[src/rtl/multicycle_control_pkg.sv]
// Shared parameters for the multicycle controller: state encodings, opcodes,
// datapath select codes and the control-word layout.
package multicycle_control_pkg;

    typedef enum logic [3:0] {
        S_FETCH  = 4'd0,
        S_DECODE = 4'd1,
        S_MEMADR = 4'd2,
        S_MEMRD  = 4'd3,
        S_MEMWB  = 4'd4,
        S_MEMWR  = 4'd5,
        S_EXECR  = 4'd6,
        S_EXECI  = 4'd7,
        S_LUI    = 4'd8,
        S_ALUWB  = 4'd9,
        S_BRANCH = 4'd10,
        S_JAL    = 4'd11,
        S_TRAP   = 4'd12
    } state_t;

    localparam logic [6:0] OPC_LW    = 7'b0000011;
    localparam logic [6:0] OPC_SW    = 7'b0100011;
    localparam logic [6:0] OPC_RTYPE = 7'b0110011;
    localparam logic [6:0] OPC_ITYPE = 7'b0010011;
    localparam logic [6:0] OPC_BEQ   = 7'b1100011;
    localparam logic [6:0] OPC_JAL   = 7'b1101111;
    localparam logic [6:0] OPC_LUI   = 7'b0110111;

    // ALUOp must stay aligned with the ALU controller's decode
    localparam logic [1:0] ALUOP_ADD   = 2'b00;
    localparam logic [1:0] ALUOP_SUB   = 2'b01;
    localparam logic [1:0] ALUOP_FUNCT = 2'b10;
    localparam logic [1:0] ALUOP_LUI   = 2'b11;

    localparam logic [1:0] SRCA_PC    = 2'b00;
    localparam logic [1:0] SRCA_OLDPC = 2'b01;
    localparam logic [1:0] SRCA_A     = 2'b10;

    localparam logic [1:0] SRCB_B    = 2'b00;
    localparam logic [1:0] SRCB_IMM  = 2'b01;
    localparam logic [1:0] SRCB_FOUR = 2'b10;

    localparam logic [1:0] RES_ALUOUT    = 2'b00;
    localparam logic [1:0] RES_DATA      = 2'b01;
    localparam logic [1:0] RES_ALURESULT = 2'b10;

    // ALU operation codes used by the ALU controller
    localparam logic [2:0] OPADD = 3'b000;
    localparam logic [2:0] OPSUB = 3'b001;
    localparam logic [2:0] OPAND = 3'b010;
    localparam logic [2:0] OPOR  = 3'b011;
    localparam logic [2:0] OPSLT = 3'b101;

    typedef struct packed {
        logic       mem_req;
        logic       pc_update;
        logic       ir_write;
        logic       mem_write;
        logic       reg_write;
        logic       branch;
        logic       adr_src;
        logic [1:0] alu_src_a;
        logic [1:0] alu_src_b;
        logic [1:0] alu_op;
        logic [1:0] result_src;
        logic       illegal;
    } ctrl_t;

    function automatic state_t decode_next(input logic [6:0] opcode);
        state_t s;
        case (opcode)
            OPC_LW, OPC_SW: s = S_MEMADR;
            OPC_RTYPE:      s = S_EXECR;
            OPC_ITYPE:      s = S_EXECI;
            OPC_BEQ:        s = S_BRANCH;
            OPC_JAL:        s = S_JAL;
            OPC_LUI:        s = S_LUI;
            default:        s = S_TRAP;
        endcase
        return s;
    endfunction

endpackage

[src/rtl/multicycle_control_perf.sv]
// Cycle and retired-instruction counters for the multicycle controller.
// Both wrap modulo 2^CNT_W; cleared by synchronous reset.
module multicycle_control_perf #(
    parameter int CNT_W = 32
) (
    input  logic             clk,
    input  logic             rst,
    input  logic             retire,
    output logic [CNT_W-1:0] cycle_cnt,
    output logic [CNT_W-1:0] instret_cnt
);

    always_ff @(posedge clk) begin
        if (rst) begin
            cycle_cnt   <= '0;
            instret_cnt <= '0;
        end else begin
            cycle_cnt <= cycle_cnt + CNT_W'(1);
            if (retire) begin
                instret_cnt <= instret_cnt + CNT_W'(1);
            end
        end
    end

endmodule

[src/rtl/multicycle_control.sv]
// Multicycle RISC-V main controller: Moore FSM driving datapath strobes and selects.
// Performance counters are built only when PERF_CNT_EN is defined.
//
// state   | meaning
// FETCH   | read instruction, PC += 4 when memory completes
// DECODE  | read registers, branch target into ALUOut
// MEMADR  | compute load/store address
// MEMRD   | load access, wait for memory
// MEMWB   | write loaded data to register file
// MEMWR   | store access, write once on completion
// EXECR   | R-type ALU operation
// EXECI   | addi ALU operation
// LUI     | pass upper immediate through ALU
// ALUWB   | write ALUOut to register file
// BRANCH  | compare, update PC if taken
// JAL     | return address into ALUOut, PC <= target
// TRAP    | unsupported opcode, held until reset
module multicycle_control
    import multicycle_control_pkg::*;
#(
    parameter int CNT_W = 32
) (
    input  logic             clk,
    input  logic             rst,
    input  logic [6:0]       opcode,
    input  logic             mem_ready,
    output logic             mem_req,
    output logic             PCUpdate,
    output logic             IRWrite,
    output logic             MemWrite,
    output logic             RegWrite,
    output logic             Branch,
    output logic             AdrSrc,
    output logic [1:0]       ALUSrcA,
    output logic [1:0]       ALUSrcB,
    output logic [1:0]       ALUOp,
    output logic [1:0]       ResultSrc,
    output logic             illegal,
    output logic [3:0]       state_o,
    output logic [CNT_W-1:0] cycle_cnt,
    output logic [CNT_W-1:0] instret_cnt
);

    state_t state;
    state_t state_next;
    ctrl_t  ctrl;

    always_ff @(posedge clk) begin
        if (rst) begin
            state <= S_FETCH;
        end else begin
            state <= state_next;
        end
    end

    always_comb begin
        state_next = state;
        case (state)
            S_FETCH:  if (mem_ready) state_next = S_DECODE;
            S_DECODE: state_next = decode_next(opcode);
            S_MEMADR: state_next = (opcode == OPC_SW) ? S_MEMWR : S_MEMRD;
            S_MEMRD:  if (mem_ready) state_next = S_MEMWB;
            S_MEMWB:  state_next = S_FETCH;
            S_MEMWR:  if (mem_ready) state_next = S_FETCH;
            S_EXECR, S_EXECI, S_LUI, S_JAL: state_next = S_ALUWB;
            S_ALUWB, S_BRANCH: state_next = S_FETCH;
            S_TRAP:   state_next = S_TRAP;
            default:  state_next = S_FETCH;
        endcase
    end

    // Only the memory states look at mem_ready; everything else is pure Moore.
    always_comb begin
        ctrl = '0;
        case (state)
            S_FETCH: begin
                ctrl.mem_req    = 1'b1;
                ctrl.alu_src_a  = SRCA_PC;
                ctrl.alu_src_b  = SRCB_FOUR;
                ctrl.alu_op     = ALUOP_ADD;
                ctrl.result_src = RES_ALURESULT;
                ctrl.ir_write   = mem_ready;
                ctrl.pc_update  = mem_ready;
            end
            S_DECODE: begin
                ctrl.alu_src_a = SRCA_OLDPC;
                ctrl.alu_src_b = SRCB_IMM;
                ctrl.alu_op    = ALUOP_ADD;
            end
            S_MEMADR: begin
                ctrl.alu_src_a = SRCA_A;
                ctrl.alu_src_b = SRCB_IMM;
                ctrl.alu_op    = ALUOP_ADD;
            end
            S_MEMRD: begin
                ctrl.mem_req    = 1'b1;
                ctrl.adr_src    = 1'b1;
                ctrl.result_src = RES_ALUOUT;
            end
            S_MEMWB: begin
                ctrl.result_src = RES_DATA;
                ctrl.reg_write  = 1'b1;
            end
            S_MEMWR: begin
                ctrl.mem_req    = 1'b1;
                ctrl.adr_src    = 1'b1;
                ctrl.result_src = RES_ALUOUT;
                ctrl.mem_write  = mem_ready;
            end
            S_EXECR: begin
                ctrl.alu_src_a = SRCA_A;
                ctrl.alu_src_b = SRCB_B;
                ctrl.alu_op    = ALUOP_FUNCT;
            end
            S_EXECI: begin
                ctrl.alu_src_a = SRCA_A;
                ctrl.alu_src_b = SRCB_IMM;
                ctrl.alu_op    = ALUOP_ADD;
            end
            S_LUI: begin
                ctrl.alu_src_b = SRCB_IMM;
                ctrl.alu_op    = ALUOP_LUI;
            end
            S_ALUWB: begin
                ctrl.result_src = RES_ALUOUT;
                ctrl.reg_write  = 1'b1;
            end
            S_BRANCH: begin
                ctrl.alu_src_a  = SRCA_A;
                ctrl.alu_src_b  = SRCB_B;
                ctrl.alu_op     = ALUOP_SUB;
                ctrl.result_src = RES_ALUOUT;
                ctrl.branch     = 1'b1;
            end
            S_JAL: begin
                ctrl.alu_src_a  = SRCA_OLDPC;
                ctrl.alu_src_b  = SRCB_FOUR;
                ctrl.alu_op     = ALUOP_ADD;
                ctrl.result_src = RES_ALUOUT;
                ctrl.pc_update  = 1'b1;
            end
            S_TRAP: begin
                ctrl.illegal = 1'b1;
            end
            default: ;
        endcase
        if (rst) begin
            ctrl = '0;
        end
    end

    assign mem_req   = ctrl.mem_req;
    assign PCUpdate  = ctrl.pc_update;
    assign IRWrite   = ctrl.ir_write;
    assign MemWrite  = ctrl.mem_write;
    assign RegWrite  = ctrl.reg_write;
    assign Branch    = ctrl.branch;
    assign AdrSrc    = ctrl.adr_src;
    assign ALUSrcA   = ctrl.alu_src_a;
    assign ALUSrcB   = ctrl.alu_src_b;
    assign ALUOp     = ctrl.alu_op;
    assign ResultSrc = ctrl.result_src;
    assign illegal   = ctrl.illegal;
    assign state_o   = state;

`ifdef PERF_CNT_EN
    logic retire;

    assign retire = (state_next == S_FETCH) &&
                    (state inside {S_MEMWB, S_MEMWR, S_ALUWB, S_BRANCH});

    multicycle_control_perf #(
        .CNT_W(CNT_W)
    ) u_perf (
        .clk         (clk),
        .rst         (rst),
        .retire      (retire),
        .cycle_cnt   (cycle_cnt),
        .instret_cnt (instret_cnt)
    );
`else
    assign cycle_cnt   = '0;
    assign instret_cnt = '0;
`endif

endmodule

[config.mk]
export PLATFORM = sky130hd
export DESIGN_NAME = multicycle_control
export DESIGN_NICKNAME = d
export VERILOG_FILES = /design/src/rtl/multicycle_control_pkg.sv /design/src/rtl/multicycle_control_perf.sv /design/src/rtl/multicycle_control.sv
export SDC_FILE = /design/constraint.sdc
export NUM_CORES = 1
export LEC_CHECK = 0
export CORE_AREA = 2 2 63 65
export CTS_CLUSTER_SIZE = 8
export DETAILED_ROUTE_END_ITERATION = 10
export DIE_AREA = 0 0 65 67
export PLACE_DENSITY = 0.89
export REMOVE_ABC_BUFFERS = 1
export SLEW_MARGIN = 30
export SYNTH_ARGS = -nofsm -noshare
export SYNTH_HDL_FRONTEND = slang
export SYNTH_HIERARCHICAL = 1
export SYNTH_SLANG_ARGS = --single-unit
[constraint.sdc]
create_clock -name clk -period 1.6 [get_ports clk]
set_clock_uncertainty 0.2 [all_clocks]
set_input_delay 0.16 -clock clk [delete_from_list [all_inputs] [get_ports clk]]
set_output_delay 0.16 -clock clk [all_outputs]
set_load 0.005 [all_outputs]
==> run_summary.xml, run 1 <==
<?xml version="1.0" encoding="UTF-8"?>
<metrics>
  <group name="run_status">
    <metric name="run_status" unit="">finished, violations left</metric>
    <metric name="failed_checks" unit="">negative setup slack</metric>
  </group>
  <group name="setup_path">
    <metric name="crit_path_start" unit="">state_o[1]</metric>
    <metric name="cp_most_frequent_cell" unit="">nor2_1</metric>
    <metric name="critical_path.max_stage_delay" unit="ns">0.39</metric>
    <metric name="critPathRequiredTime" unit="ns">1.24</metric>
    <metric name="critical_setup_path_class" unit="">flop to output pin</metric>
    <metric name="critical_path.cell_chain" unit="">buf_6 -&gt; nand2b_4 -&gt; nand3_4 -&gt; a21oi_2 -&gt; nor2_1 -&gt; nor2_1 -&gt; buf_2</metric>
    <metric name="worstReg2RegStart" unit="">state_o[0]</metric>
    <metric name="crit_slowest_cell" unit="">dfxtp_4</metric>
    <metric name="worst_ep_arrival_time" unit="ns">1.47</metric>
    <metric name="setup.worst_path.end_class" unit="">output pin</metric>
    <metric name="cp_max_fo" unit="">6</metric>
    <metric name="critPathLaunchType" unit="">flop</metric>
  </group>
  <group name="finish">
    <metric name="share_of_layout_cells_above_drive_strength_1" unit="">0.4897</metric>
    <metric name="syn2layout_area_growth" unit="%">63.64</metric>
    <metric name="largest_reg_flops" unit="">4</metric>
    <metric name="design.final.nets" unit="">255</metric>
    <metric name="number_of_antenna_diodes" unit="">0</metric>
    <metric name="filler_cell_count" unit="">330</metric>
  </group>
  <group name="clocking">
    <metric name="cts_tree" unit="">yes</metric>
    <metric name="cts_buffer_depth" unit="">2</metric>
    <metric name="ctsHoldBuffers" unit="">0</metric>
    <metric name="clk-insertion-delay-late" unit="ns">0.21</metric>
    <metric name="cts.htree.levels" unit="">1</metric>
    <metric name="clock_tree.root_cell" unit="">clkbuf_8</metric>
    <metric name="clock-sinks" unit="">4</metric>
    <metric name="clkSlewWorstSetupHoldPaths" unit="ns">0.03</metric>
    <metric name="cts_buffers" unit="">3</metric>
  </group>
  <group name="floorplanning">
    <metric name="std_cell_rows" unit="">22</metric>
    <metric name="start_util" unit="">0.3206</metric>
    <metric name="fp.coreArea" unit="sq mm">0.003606</metric>
    <metric name="floorplan.die_area" unit="sq mm">0.004355</metric>
    <metric name="floorplan.io_pins" unit="">94</metric>
    <metric name="die_h" unit="um">67</metric>
    <metric name="die-width" unit="um">65</metric>
  </group>
  <group name="power">
    <metric name="internal_power" unit="uW">684.0</metric>
    <metric name="pwr-share-seq" unit="">0.129</metric>
    <metric name="power.share.switching" unit="">0.4054</metric>
    <metric name="vdd_drop_max" unit="mV">0.2381</metric>
    <metric name="power.combinational.fraction" unit="">0.692</metric>
    <metric name="leakagePower" unit="uW">0.001010</metric>
    <metric name="netSwitchingPower" unit="uW">466.4</metric>
    <metric name="power.density" unit="mW/mm^2">608.1</metric>
    <metric name="power.share.clock" unit="">0.180</metric>
    <metric name="total_power" unit="uW">1150</metric>
  </group>
  <group name="detailed_routing">
    <metric name="vias_per_cell" unit="">4.354</metric>
    <metric name="drt-total-wl" unit="um">3743</metric>
    <metric name="routedWlPerCell" unit="um">12.86</metric>
    <metric name="detail_route_antenna_nets" unit="">0</metric>
    <metric name="drt-initial-drc-count" unit="">48</metric>
    <metric name="vias" unit="">1267</metric>
    <metric name="drt_pre_antenna_iters" unit="">4</metric>
    <metric name="post_route_drc_violation_count" unit="">0</metric>
  </group>
  <group name="sta">
    <metric name="fin_worst_hold_slack" unit="ns">0.3421</metric>
    <metric name="final-setup-viol-count" unit="">15</metric>
    <metric name="max_clock_freq" unit="MHz">546.2</metric>
    <metric name="fin_ws" unit="ns">-0.2309</metric>
    <metric name="timing.final.crit_period" unit="ns">1.831</metric>
    <metric name="rsz_0062_raised_after_global_routing" unit="">yes</metric>
    <metric name="slew_violations" unit="">0</metric>
    <metric name="fin_crit_sh" unit="">1.144</metric>
    <metric name="hold_viol" unit="">0</metric>
  </group>
  <group name="grt">
    <metric name="met2_capacity_usage_during_global_routing" unit="">0.3003</metric>
    <metric name="grt_antenna_before_repair" unit="">0</metric>
    <metric name="first_pass_grt_wire_length" unit="um">5064</metric>
    <metric name="largest_net_degree_at_the_start_of_global_routing" unit="">12</metric>
    <metric name="grt.overflow.total" unit="">0</metric>
    <metric name="grtUsageTotal" unit="">0.1515</metric>
    <metric name="grt_pass1_vias" unit="">1101</metric>
    <metric name="grtUsageMet3" unit="">0.01858</metric>
    <metric name="globalRouteMet1Util" unit="">0.1578</metric>
    <metric name="most_utilized_layer_in_the_global_route_result" unit="">met2</metric>
  </group>
  <group name="synthesis">
    <metric name="syn_avg_cell_area" unit="sq um">7.093</metric>
    <metric name="main_combinational_cell_family_by_area_after_synthesis" unit="">buffers and inverters</metric>
    <metric name="synth_ff_type" unit="">dfxtp_1</metric>
    <metric name="yosys.area_share.adder" unit="">0</metric>
    <metric name="post_synth_mux_area_share" unit="">0.009740</metric>
    <metric name="synth_compound_gate_area_share" unit="">0.1732</metric>
    <metric name="post_synthesis_cell_count" unit="">163</metric>
    <metric name="syn-cell-area" unit="sq mm">0.001156</metric>
    <metric name="synth_enable_flop_cells" unit="">0</metric>
    <metric name="yosys.area_share.simple" unit="">0.2684</metric>
    <metric name="yosysWarningCount" unit="">6</metric>
    <metric name="async_flop_share" unit="">0</metric>
    <metric name="synth_seq_cells" unit="">4</metric>
    <metric name="share_of_the_synthesized_netlist_area_taken_by_xor_and_xnor_gates" unit="">0.01515</metric>
    <metric name="synth-seq-area-share" unit="">0.06926</metric>
    <metric name="synth.distinct_cells" unit="">43</metric>
  </group>
  <group name="placed_design">
    <metric name="dp_worst_setup_slack" unit="ns">-0.4173</metric>
    <metric name="dp_hpwl" unit="um">2248</metric>
    <metric name="io_port_bufs" unit="">29</metric>
    <metric name="gp_congestion" unit="">0.8611</metric>
  </group>
  <group name="min_path">
    <metric name="holdCritStartpoint" unit="">mem_ready</metric>
    <metric name="hp-class" unit="">input pin to flop</metric>
  </group>
  <group name="job">
    <metric name="cap_violations" unit="">0</metric>
  </group>
</metrics>
placed cells by master (no fill, tap or decap), types with 3 or more instances in the layout:
| master | n |
|---|---|
| buf_6 | 12 |
| a21oi_1 | 5 |
| dlymetal6s2s_1 | 6 |
| dfxtp_4 | 4 |
| nor3_2 | 4 |
| nand2_1 | 5 |
| conb_1 | 64 |
| buf_2 | 12 |
| nor2_1 | 8 |
| nand2b_4 | 7 |
| dlygate4sd2_1 | 5 |
| buf_4 | 47 |
| clkbuf_8 | 3 |
| a211oi_2 | 3 |
| nor3_1 | 7 |
| nor2_4 | 4 |
synthesized netlist by cell type, types with 2 or more instances:
cell type  instances  area (sq um)
nand2b_1           5         31.28
a221oi_1           2         17.52
a21oi_1            6         30.03
buf_2              6         30.03
nand2b_4           2         27.53
nor3_1            12         60.06
and2_1             2         12.51
nor2_1            12         45.04
a211oi_1           3         22.52
nand2_1            7         26.28
nand3_1            3         15.01
buf_4             64         480.5
xor2_1             2         17.52
or2_1              2         12.51
inv_1              2         7.510
nor4_1             2         12.51
dfxtp_1            4         80.08
o22ai_1            2         12.51
kinds of logic (layout without fill, tap and decap cells):
| logic type | count (synthesis) | in the layout |
|---|---|---|
| AND/OR/NAND/NOR | 55 | 55 |
| flip-flops | 4 | 4 |
| XOR/XNOR | 2 | 2 |
| AO/OA/AOI/OAI | 26 | 26 |
| multiplexers | 1 | 1 |
| buffers and inverters | 74 | 91 |
| other | 1 | 64 |
critical path, delay by kind of cell, from the launching register on:
kind                   cells  cell delay (ns)
AO/OA/AOI/OAI              1             0.17
AND/OR/NAND/NOR            4             0.42
buffers and inverters      2             0.26
flip-flops                 1             0.39
cell type report:
class	count	area, sq um	share of cell area
sequential	4	95.09	0.05026
timing repair buffer	86	709.4	0.3750
multi-input combinational	148	978.4	0.5172
clock buffer	3	41.29	0.02183
tap	48	60.06	0.03175
inverter	2	7.507	0.003968
path summary, 6_finish.rpt:
| check | endpoint | slack [ns] | cells past startpoint |
|---|---|---|---|
| worst max-delay path | ALUSrcB[0] | -0.23 | 7 |
| worst min-delay path | state_o[1] | 0.34 | 3 |
| worst max register to register | state_o[2] | -0.06 | 8 |
| worst min register to register | state_o[1] | 0.52 | 3 |
what timing repair did:
item / CTS / global route
cloned: 0 / 0
gates resized for setup: 103 / 31
setup buffers: 11 / 8
setup endpoints to repair: 24 / 21
pin swaps: 16 / 11
metrics by stage:
step                utilization  TNS, ns  instance area [sq um]  instances
global route             0.5246   -2.173                   1892        291
global placement         0.4167   -5.720                   1503        269
CTS                      0.4771  -0.7362                   1720        283
floorplan                     -  -0.5660                  867.1        154
finish                   0.5246   -1.372                   1892        291
detailed placement       0.4167   -6.021                   1503        269
power groups by stage:
stage	sequential [uW]	clock (uW)	combinational (uW)
floorplan	162	0	243
global placement	136	0	573
detailed placement	136	0	584
CTS	143	212	671
global route	150	224	857
finish	148	207	796
per-layer routing:
| metal | vias to the layer above | share of wire |
|---|---|---|
| met4 | 0 | 0.053 |
| met3 | 15 | 0.071 |
| met1 | 575 | 0.33 |
| met2 | 82 | 0.55 |
| met5 | - | 0 |
| li1 | 595 | - |
Note: power is estimated with default switching activity, not from simulation.
==> inputs of run 2 (changes only) <==
--- a/config.mk
+++ b/config.mk
@@ -5,11 +5,12 @@
 export SDC_FILE = /design/constraint.sdc
 export NUM_CORES = 1
 export LEC_CHECK = 0
-export CORE_AREA = 2 2 63 65
+export ABC_AREA = 1
+export CORE_AREA = 2 2 60 62
 export CTS_CLUSTER_SIZE = 8
 export DETAILED_ROUTE_END_ITERATION = 10
-export DIE_AREA = 0 0 65 67
-export PLACE_DENSITY = 0.89
+export DIE_AREA = 0 0 62 64
+export PLACE_DENSITY = 0.91
 export REMOVE_ABC_BUFFERS = 1
 export SLEW_MARGIN = 30
 export SYNTH_ARGS = -nofsm -noshare
==> run 2 against run 1 <==
  * The flow still finishes with violations (negative setup slack)
  * Non-clock buffer count shrank 19
  * Via count shrank 15%
  * Area after synthesis shrank 14%
  * Setup slack gained 0.14 ns
  * First-iteration DRC count shrank 10%
  * Wire length shrank 29%
  * Cell area shrank 21%
  * Sequential power grew 41%
  * Critical path type unchanged
  * Largest power group unchanged
==> run_summary.xml, run 2 <==
<?xml version="1.0" encoding="UTF-8"?>
<metrics>
  <group name="run_status">
    <metric name="failed_checks" unit="">negative setup slack</metric>
    <metric name="run_status" unit="">finished, violations left</metric>
  </group>
  <group name="sta">
    <metric name="timing.final.crit_period" unit="ns">1.687</metric>
    <metric name="max_clock_freq" unit="MHz">592.9</metric>
    <metric name="fin_crit_sh" unit="">1.054</metric>
    <metric name="fin_ws" unit="ns">-0.08672</metric>
    <metric name="setup_tns" unit="ns">-0.4306</metric>
    <metric name="slew_violations" unit="">0</metric>
    <metric name="hold_viol" unit="">0</metric>
    <metric name="final-setup-viol-count" unit="">9</metric>
    <metric name="rsz_0062_raised_after_global_routing" unit="">yes</metric>
  </group>
  <group name="floorplanning">
    <metric name="die_h" unit="um">64</metric>
    <metric name="fp.coreArea" unit="sq mm">0.003284</metric>
    <metric name="std_cell_rows" unit="">21</metric>
    <metric name="floorplan.die_area" unit="sq mm">0.003968</metric>
    <metric name="start_util" unit="">0.3040</metric>
    <metric name="floorplan.io_pins" unit="">94</metric>
    <metric name="die-width" unit="um">62</metric>
  </group>
  <group name="power">
    <metric name="power.combinational.fraction" unit="">0.805</metric>
    <metric name="internal_power" unit="uW">941.6</metric>
    <metric name="power.share.switching" unit="">0.4491</metric>
    <metric name="netSwitchingPower" unit="uW">767.6</metric>
    <metric name="total_power" unit="uW">1709</metric>
    <metric name="power.share.clock" unit="">0.072</metric>
    <metric name="power.density" unit="mW/mm^2">1140</metric>
    <metric name="leakagePower" unit="uW">0.0008970</metric>
    <metric name="pwr-share-seq" unit="">0.122</metric>
    <metric name="vdd_drop_max" unit="mV">0.3005</metric>
  </group>
  <group name="detailed_routing">
    <metric name="vias_per_cell" unit="">3.822</metric>
    <metric name="detail_route_antenna_nets" unit="">0</metric>
    <metric name="post_route_drc_violation_count" unit="">0</metric>
    <metric name="drt-total-wl" unit="um">2664</metric>
    <metric name="vias" unit="">1074</metric>
    <metric name="drt_pre_antenna_iters" unit="">4</metric>
    <metric name="routedWlPerCell" unit="um">9.480</metric>
    <metric name="drt-initial-drc-count" unit="">43</metric>
  </group>
  <group name="placed_design">
    <metric name="io_port_bufs" unit="">29</metric>
    <metric name="gp_congestion" unit="">0.8666</metric>
    <metric name="detailed_place.area" unit="sq mm">0.001305</metric>
    <metric name="dp_worst_setup_slack" unit="ns">-0.3672</metric>
    <metric name="dp_hpwl" unit="um">1968</metric>
    <metric name="post-place-cells" unit="">268</metric>
  </group>
  <group name="synthesis">
    <metric name="yosysMostFrequentCell" unit="">buf_4</metric>
    <metric name="synth_enable_flop_cells" unit="">0</metric>
    <metric name="ys_top_cells_by_count" unit="">buf_4, nand2_1, nor2_1</metric>
    <metric name="post_synthesis_cell_count" unit="">168</metric>
    <metric name="yosysWarningCount" unit="">6</metric>
    <metric name="synth_largest_type_area_fraction" unit="">0.4812</metric>
    <metric name="synth.distinct_cells" unit="">20</metric>
    <metric name="post-synth-top-area-cell" unit="">buf_4</metric>
    <metric name="async_flop_share" unit="">0</metric>
    <metric name="synth-seq-area-share" unit="">0.08020</metric>
    <metric name="syn-cell-area" unit="sq um">998.5</metric>
    <metric name="syn_avg_cell_area" unit="sq um">5.943</metric>
    <metric name="synth_seq_cells" unit="">4</metric>
    <metric name="synth_ff_type" unit="">dfxtp_1</metric>
    <metric name="leading_post_synthesis_cells_by_cell_area" unit="">buf_4, nand2_1, dfxtp_1</metric>
  </group>
  <group name="finish">
    <metric name="final_design_area_no_fill" unit="sq mm">0.001499</metric>
    <metric name="largest_reg_flops" unit="">4</metric>
    <metric name="design.final.nets" unit="">247</metric>
    <metric name="commonest_non_fill_non_tap_cell_in_the_layout" unit="">conb_1</metric>
    <metric name="syn2layout_area_growth" unit="%">50.13</metric>
    <metric name="number_of_antenna_diodes" unit="">0</metric>
    <metric name="final_cells" unit="">281</metric>
    <metric name="commonest_cells_after_routing_fill_and_taps_aside" unit="">conb_1, buf_4, nand2_1, buf_2, nor2_1</metric>
    <metric name="share_of_layout_cells_above_drive_strength_1" unit="">0.4255</metric>
    <metric name="filler_cell_count" unit="">342</metric>
  </group>
  <group name="grt">
    <metric name="grtUsageMet3" unit="">0.01417</metric>
    <metric name="grt.overflow.total" unit="">0</metric>
    <metric name="grt_pass1_vias" unit="">970</metric>
    <metric name="first_pass_grt_wire_length" unit="um">3739</metric>
    <metric name="largest_net_degree_at_the_start_of_global_routing" unit="">14</metric>
    <metric name="grt_antenna_before_repair" unit="">0</metric>
    <metric name="grtUsageTotal" unit="">0.1196</metric>
    <metric name="met2_capacity_usage_during_global_routing" unit="">0.2344</metric>
    <metric name="most_utilized_layer_in_the_global_route_result" unit="">met2</metric>
    <metric name="globalRouteMet1Util" unit="">0.1129</metric>
  </group>
  <group name="job">
    <metric name="cap_violations" unit="">0</metric>
  </group>
  <group name="setup_path">
    <metric name="critical_path.max_stage_delay" unit="ns">0.33</metric>
    <metric name="worst_ep_arrival_time" unit="ns">1.33</metric>
    <metric name="critical_setup_path_class" unit="">flop to output pin</metric>
    <metric name="timing.reg2reg.worst_path_depth" unit="">11</metric>
    <metric name="worstReg2RegStart" unit="">state_o[1]</metric>
    <metric name="critPathRequiredTime" unit="ns">1.24</metric>
    <metric name="crit_slowest_cell" unit="">dfxtp_2</metric>
    <metric name="critPathLaunchType" unit="">flop</metric>
    <metric name="setup.worst_path.end_class" unit="">output pin</metric>
    <metric name="crit_path_start" unit="">state_o[0]</metric>
    <metric name="cp_max_fo" unit="">5</metric>
    <metric name="critical_path.cell_chain" unit="">inv_1 -&gt; nor2_4 -&gt; buf_4 -&gt; buf_6 -&gt; a31o_2 -&gt; clkbuf_2</metric>
    <metric name="worstReg2RegEnd" unit="">state_o[0]</metric>
    <metric name="timing.reg2reg.setup_slack" unit="ns">-0.06</metric>
  </group>
  <group name="clocking">
    <metric name="clock-sinks" unit="">4</metric>
    <metric name="cts_buffer_depth" unit="">2</metric>
    <metric name="clk-insertion-delay-late" unit="ns">0.23</metric>
    <metric name="clock_tree.root_cell" unit="">clkbuf_4</metric>
    <metric name="clkSlewWorstSetupHoldPaths" unit="ns">0.04</metric>
    <metric name="cts_tree" unit="">yes</metric>
    <metric name="cts_buffers" unit="">3</metric>
    <metric name="cts.htree.levels" unit="">1</metric>
    <metric name="ctsHoldBuffers" unit="">0</metric>
  </group>
  <group name="min_path">
    <metric name="hp-class" unit="">input pin to flop</metric>
    <metric name="holdCritStartpoint" unit="">rst</metric>
    <metric name="min_delay_path_depth" unit="">3</metric>
    <metric name="whs_endpoint" unit="">state_o[0]</metric>
  </group>
</metrics>
## run 2: cell count changes after synthesis, moves of 3 or more
cell,change
inv_1,+11
buf_2,-6
nand2_1,+26
nor2_1,+4
nor3_1,-9
a211oi_1,-3
nand2b_1,-5
a21oi_1,+4
nand3_1,+5
## run 2: kinds of logic after synthesis
family / Yosys count / share of synthesized area
buffers and inverters: 80 / 0.5414
AND/OR/NAND/NOR: 66 / 0.2770
AO/OA/AOI/OAI: 17 / 0.09775
flip-flops: 4 / 0.08020
other: 1 / 0.003756
## run 2: metrics by stage
step	utilization	hold WS, ns
final	0.4564	0.3859
after detailed placement	0.3973	0.4920
after CTS	0.4354	0.3417
after global placement	0.3973	0.4738
after global routing	0.4564	0.3973
after floorplan	-	0.02244
## run 2: how the worst max path moves through the flow
stage / endpoint / slack, ns / cells past startpoint
final: RegWrite / -0.09 / 6
after global routing: ALUSrcB[0] / -0.14 / 7
after detailed placement: RegWrite / -0.37 / 6
after CTS: ALUSrcB[0] / -0.08 / 7
after floorplan: state_o[0] / 0.26 / 8
after global placement: RegWrite / -0.35 / 6
## run 2: timing repair
item	CTS	global route
pin swaps	7	10
setup buffers	6	4
hold endpoints to repair	0	0
setup endpoints to repair	21	19
resized for setup	88	30
## run 2: critical path, delay by kind of cell (launching register included)
family,cells,cell delay (ns)
compound gates,1,0.23
simple gates,1,0.06
flops,1,0.33
buf+inv,4,0.47
## run 2: layer usage
metal | wire, um | up-vias
li1 | - | 533
met1 | 885 | 489
met2 | 1572 | 52
met3 | 206 | 0
met4 | 0 | 0
met5 | 0 | -
## run 2: final cells by class
cell class / count / area, sq um / share of cell area
Multi-Input combinational cell: 147 / 750.7 / 0.5008
Timing Repair Buffer: 67 / 520.5 / 0.3472
Sequential cell: 4 / 92.59 / 0.06177
Tap cell: 46 / 57.56 / 0.03840
Inverter: 14 / 55.05 / 0.03673
Clock buffer: 3 / 22.52 / 0.01503
## run 2: power by group through the flow
| stage | sequential (uW) | combinational (uW) | clock (uW) |
|---|---|---|---|
| floorplan | 176 | 431 | 0 |
| global route | 215 | 1490 | 143 |
| detailed placement | 178 | 1050 | 0 |
| global placement | 177 | 1040 | 0 |
| finish | 209 | 1380 | 123 |
| CTS | 205 | 1200 | 131 |
